==> src/rtl/delta_adc_ctrl.sv <==
// Delta-tracking ADC controller.
// Drives an external DAC and moves the code one step up or down per
// comparator decision, publishing the code after nsamp+1 steps through
// a valid/ready result port with a sticky overrun flag.
module delta_adc_ctrl #(
    parameter int WIDTH = 8
) (
    input  logic             clk,
    input  logic             rst,
    input  logic             start,
    input  logic             cont,
    input  logic [7:0]       settle,
    input  logic [3:0]       nsamp,
    input  logic [1:0]       step,
    input  logic             cmp_in,
    output logic [WIDTH-1:0] dac_code,
    output logic             busy,
    output logic [WIDTH-1:0] res_data,
    output logic             res_valid,
    input  logic             res_ready,
    output logic             overrun
);

    typedef enum logic [1:0] {IDLE, SETTLE, SAMPLE, UPDATE} state_t;

    localparam logic [WIDTH-1:0] MID_CODE = {1'b1, {(WIDTH-1){1'b0}}};

    state_t       state;
    logic         cmp_s1;
    logic         cmp_s;
    logic [7:0]   settle_l;
    logic [3:0]   nsamp_l;
    logic [1:0]   step_l;
    logic         cont_l;
    logic [7:0]   set_cnt;
    logic [4:0]   step_cnt;
    logic         dir;

    logic [7:0]       settle_last;
    logic [4:0]       step_cnt_nxt;
    logic             last_step;
    logic             keep_going;
    logic [WIDTH-1:0] code_nxt;

    // One tracking step in WIDTH+1 bits; the extra bit flags carry/borrow
    // and the result clamps to the code range instead of wrapping.
    function automatic logic [WIDTH-1:0] sat_step(input logic [WIDTH-1:0] code,
                                                  input logic [1:0]       exp,
                                                  input logic             up);
        logic [WIDTH:0] ext;
        logic [WIDTH:0] sz;
        ext = {1'b0, code};
        sz  = {{(WIDTH-3){1'b0}}, 4'b0001} << exp;
        if (up) begin
            ext = ext + sz;
            return ext[WIDTH] ? {WIDTH{1'b1}} : ext[WIDTH-1:0];
        end
        ext = ext - sz;
        return ext[WIDTH] ? {WIDTH{1'b0}} : ext[WIDTH-1:0];
    endfunction

    // A settle setting of 0 behaves like 1, so the last settle count is 0 either way.
    always_comb begin
        settle_last  = (settle_l == 8'd0) ? 8'd0 : settle_l - 8'd1;
        step_cnt_nxt = step_cnt + 5'd1;
        last_step    = (step_cnt_nxt == ({1'b0, nsamp_l} + 5'd1));
        keep_going   = cont_l & cont;
        code_nxt     = sat_step(dac_code, step_l, dir);
    end

    // Two-flop synchronizer for the asynchronous comparator output.
    always_ff @(posedge clk) begin
        if (rst) begin
            cmp_s1 <= 1'b0;
            cmp_s  <= 1'b0;
        end else begin
            cmp_s1 <= cmp_in;
            cmp_s  <= cmp_s1;
        end
    end

    // Conversion FSM with tracking code, result register and handshake.
    always_ff @(posedge clk) begin
        if (rst) begin
            state     <= IDLE;
            busy      <= 1'b0;
            dac_code  <= MID_CODE;
            res_data  <= '0;
            res_valid <= 1'b0;
            overrun   <= 1'b0;
            settle_l  <= '0;
            nsamp_l   <= '0;
            step_l    <= '0;
            cont_l    <= 1'b0;
            set_cnt   <= '0;
            step_cnt  <= '0;
            dir       <= 1'b0;
        end else begin
            // A transfer drops valid; a publish below on the same edge wins.
            if (res_valid && res_ready) begin
                res_valid <= 1'b0;
            end
            case (state)
                IDLE: begin
                    if (start) begin
                        settle_l <= settle;
                        nsamp_l  <= nsamp;
                        step_l   <= step;
                        cont_l   <= cont;
                        step_cnt <= '0;
                        set_cnt  <= '0;
                        overrun  <= 1'b0;
                        state    <= SETTLE;
                        busy     <= 1'b1;
                    end
                end
                SETTLE: begin
                    if (set_cnt == settle_last) begin
                        set_cnt <= '0;
                        state   <= SAMPLE;
                    end else begin
                        set_cnt <= set_cnt + 8'd1;
                    end
                end
                SAMPLE: begin
                    dir   <= cmp_s;
                    state <= UPDATE;
                end
                UPDATE: begin
                    dac_code <= code_nxt;
                    if (last_step) begin
                        res_data  <= code_nxt;
                        res_valid <= 1'b1;
                        if (res_valid && !res_ready) begin
                            overrun <= 1'b1;
                        end
                        step_cnt <= '0;
                        cont_l   <= keep_going;
                        if (keep_going) begin
                            state <= SETTLE;
                        end else begin
                            state <= IDLE;
                            busy  <= 1'b0;
                        end
                    end else begin
                        step_cnt <= step_cnt_nxt;
                        state    <= SETTLE;
                    end
                end
                default: begin
                    state <= IDLE;
                    busy  <= 1'b0;
                end
            endcase
        end
    end

endmodule

==> config.mk <==
export PLATFORM = sky130hd
export DESIGN_NAME = delta_adc_ctrl
export DESIGN_NICKNAME = d
export VERILOG_FILES = /design/src/rtl/delta_adc_ctrl.sv
export SDC_FILE = /design/constraint.sdc
export NUM_CORES = 1
export LEC_CHECK = 0
export ABC_CLOCK_PERIOD_IN_PS = 5770
export BUFFER_PORTS_ARGS = -buffer_cell sky130_fd_sc_hd__buf_4
export CAP_MARGIN = 0
export CORE_MARGIN = 10
export CORE_UTILIZATION = 30
export DETAILED_ROUTE_END_ITERATION = 10
export PLACE_DENSITY_LB_ADDON = 0.08
export SYNTH_ARGS = -nofsm -noshare
export SYNTH_HDL_FRONTEND = slang
export SYNTH_SLANG_ARGS = --single-unit
==> constraint.sdc <==
create_clock -name clk -period 5.77 [get_ports clk]
set_input_delay 0 -clock clk [delete_from_list [all_inputs] [get_ports clk]]
set_output_delay 0 -clock clk [all_outputs]
set_load 0.01 [all_outputs]
==> summary.md <==
| Metric | Value |
|---|---|
| Post-layout min period | `roughly 4.0 ns` |
| Number of CTS-inserted buffers | `5` |
| Synth top area share | `approximately 31%` |
| Register area share after synthesis | `31.29%` |
| DR pass1 iterations | `4` |
| DR iter-0 viols | `137` |
| WS Path Type | `flop to flop` |
| Setup TNS Final | `0 ns` |
| Post-synthesis adder-cell area fraction | `under 10%` |
| Pre-CTS WS | `about 1.9 ns` |
| Cts repair resizes | `0` |
| R2R Path Start | `step_l[0]$_SDFFE_PP0P_` |
| Synth Area in Compound Gates | `21.66%` |
| Final Max Slew Viols | `0` |
| CORE AREA | `between 10000 and 15000 sq um` |
| Ports | `39` |
| DR vias | `3024` |
| Netlist cell types | `64` |
| Post-Synth Simple-Gate Area | `24.67%` |
| WHS Endpoint | `set_cnt[0]$_SDFFE_PP0P_` |
| Global placer's final weighted congestion | `0.8102` |
| Number of max-cap violations | `0` |
| Nets | `about 500` |
| Switching pwr | `around 0.00055 W` |
| Pwr Density | `between 300 and 400 nW/um^2` |
| Share of layout cells above drive strength 1 | `between 10% and 20%` |
| Mux contribution to synthesized area | `between 3 and 4%` |
| PortBufs | `38` |
| Die area | `roughly 16000 sq um` |
| R2R Setup Slk | `1.73 ns` |
| Clock transition at path regs | `~0.09 ns` |
| Dpl cells | `568` |
| Combinational share of power | `47.3%` |
| # DRC | `0` |
| Slew margin rel. | `just under 10%` |
| Worst Path Required | `5.96 ns` |
| Post-Layout Cell Count | `~600` |
| Mapped Area | `approximately 3300 sq um` |
| CP Capture Type | `flop` |
| Syn nets | `448` |
| Min-delay src | `start` |
| Register Area | `about 1000 sq um` |
| Clock net sink count | `52` |
| Post-Syn Area per Cell | `slightly above 8 sq um` |
| Die Wd | `roughly 130 um` |
| Fin worst setup slack | `1.728 ns` |
| Antenna Diode Count | `0` |
| Leading area contributor after synthesis | `dfxtp_1` |
| Via/cell ratio | `slightly above 5` |
| Gate Count Post-Synth | `just over 400` |
| CTS H-tree lvls | `2` |
| Number of global-route vias before repair | `~3000` |
| FP Rows | `38` |
| Least-Margin Pin Slew | `1.335 ns` |
| Final WL | `between 8 and 9 mm` |
| Status | `finished clean` |
| Grt total ovfl | `0` |
| Global-route wire length before repair | `roughly 15 mm` |
| # fillers | `approximately 1100` |
| Top FF cell, synth | `dfxtp_1` |
| Multi-input logic area | `approximately 2100 sq um` |
| Final Hold Vio Count | `0` |
| Synthesized-area fraction occupied by xor and xnor cells | `~6.7%` |
| Routed length per placed instance | `approximately 15 um` |
| Reg-to-Reg End | `dac_code[1]$_SDFFE_PP0P_` |
| F_max | `247.4 MHz` |
| Min Hold Slack | `0.08593 ns` |
| Fin crit share | `between 70% and 80%` |
| Worst Setup SP | `step_l[0]$_SDFFE_PP0P_` |
| Unrepaired setup endpoints after global routing | `false` |
| Pin count of the biggest net entering global routing | `52` |
| Antenna-violating nets left | `0` |
| Switching Share | `roughly 42%` |
| Hold Crit Class | `input port to flop` |
| Clock power frac | `16.5%` |
| Synth Register Bits | `between 50 and 60` |
| Area Overhead vs Synth | `18.88%` |
| EDFF count, synth | `0` |
| Global-route usage over all layers | `between 10 and 15%` |
| Internal power | `between 0.0007 and 0.0008 W` |
| Post-DP HPWL | `about 6.5 mm` |
| Setup violation total in the final timing report | `0` |
| Static Leak | `around 1.5 nW` |
| Effective utilization at floorplan | `between 30% and 40%` |
| Max rail drop VDD | `approximately 0.00013 V` |
| Worst-skew pair later-pin latency | `~0.32 ns` |
| Synth warnings | `0` |
| Startpoint Class | `flop` |
| Async S/R FF share, synth | `0%` |
| Initial antenna violation count | `0` |
| WP data arrival | `between 4 and 5 ns` |
| Main combinational cell family by area after synthesis | `simple AND/OR/NAND/NOR gates` |
| CTS tree | `done` |
| Sequential share of power | `a little over a third` |
| Root Buffer | `clkbuf_8` |
| Worst-path fanout max | `6` |
| Die height | `roughly 130 um` |
| Clock skew | `between 0.007 and 0.008 ns` |
| Worst-case clock buffer depth | `2` |
| Reg2Reg Depth | `13` |
| Main area contributors after synthesis | `dfxtp_1 (31%), nand2_1 (6.9%), ha_1 (6.0%)` |
| Hold Path Stages | `3` |
[cell families after synthesis]
kind of cell,after synthesis
AO/OA/AOI/OAI,104
XOR/XNOR,24
adder cells (fa/ha/maj),20
buffers and inverters,38
flip-flops,52
multiplexers,10
AND/OR/NAND/NOR,162
[metrics by stage]
| stage | util (%) | total power, W | instance area [sq um] |
|---|---|---|---|
| after floorplan | - | 0.0009365 | 3327 |
| final | 36.48 | 0.001300 | 3955 |
| after CTS | 36.48 | 0.001317 | 3955 |
| after detailed placement | 34.11 | 0.001085 | 3697 |
| after global placement | 34.11 | 0.001086 | 3697 |
| after global routing | 36.48 | 0.001425 | 3955 |
[cell usage after synthesis (all sizes together) (4+ instances only)]
master,count
inv,18
clkbuf,17
nand3,9
a21o,4
nand4,6
a211oi,11
and4,4
xnor2,15
ha,16
xor2,8
o21ai,10
dfxtp,52
mux2i,8
a21oi,39
nor2,29
nor2b,9
nor4,4
nand2,61
or3,6
nor4b,4
nor3,13
[per-layer routing]
| metal | vias up | global-route usage (%) | wire length [um] |
|---|---|---|---|
| li1 | 1569 | - | - |
| met1 | 1405 | 15.96 | 4570 |
| met2 | 43 | 16.48 | 3901 |
| met3 | 7 | 3.000 | 358 |
| met4 | 0 | 2.236 | 67 |
| met5 | - | 0 | 0 |
[flip-flops by register name (all words and copies together), names as in the netlist, 2 cells and up]
name / count
dac_code: 8
nsamp_l: 4
res_data: 8
set_cnt: 8
settle_l: 8
state: 2
step_cnt: 5
step_l: 2
[timing repair]
item                      4_1_cts  5_1_grt
hold endpoints to repair       17        0
hold buffers                   17        0
buffers inserted                0        0
[worst max path at each step]
| stage | to | slack [ns] |
|---|---|---|
| floorplan | dac_code[5]$_SDFFE_PP0P_ | 2.49 |
| global placement | dac_code[1]$_SDFFE_PP0P_ | 1.91 |
| detailed placement | dac_code[1]$_SDFFE_PP0P_ | 1.87 |
| CTS | dac_code[1]$_SDFFE_PP0P_ | 1.83 |
| global route | dac_code[1]$_SDFFE_PP0P_ | 1.40 |
| finish | dac_code[1]$_SDFFE_PP0P_ | 1.73 |
[placed cells by master, fill, tap and decap left out, types with 11 or more instances in the layout]
cell           instances
nor3_1                13
dlygate4sd3_1         17
ha_1                  16
a21oi_1               39
inv_1                 18
buf_4                 38
nand2_1               61
a211oi_1              11
xnor2_1               15
nor2_1                29
dfxtp_1               52
[critical path, cell delays in order (launching register included)]
cell and delay (ns):
dfxtp_1 0.40, nor2_1 0.08, ha_1 0.21, fa_1 0.41, xnor2_1 0.15, xnor2_1 0.15
mux2_2 0.28, ha_1 0.33, nor2b_1 0.15, o21a_1 0.21, nor4b_1 1.12, a221oi_1 0.16
mux2i_1 0.22, nor2_1 0.05
[cell type report]
cell class	count	area share (%)
multi-input cells	320	53.81
clock buffers	5	1.740
well taps	140	4.429
repair buffers	55	11.52
flip-flops and latches	52	26.32
clock inverters	3	0.4745
inverters	18	1.708
[power groups by stage]
stage	combinational [W]	clock (W)	sequential (W)
floorplan	0.000480	0	0.000457
global placement	0.000606	0	0.000479
detailed placement	0.000605	0	0.000480
CTS	0.000619	0.000227	0.000472
global route	0.000699	0.000243	0.000483
finish	0.000614	0.000214	0.000472
(Power assumes the default switching activity.)
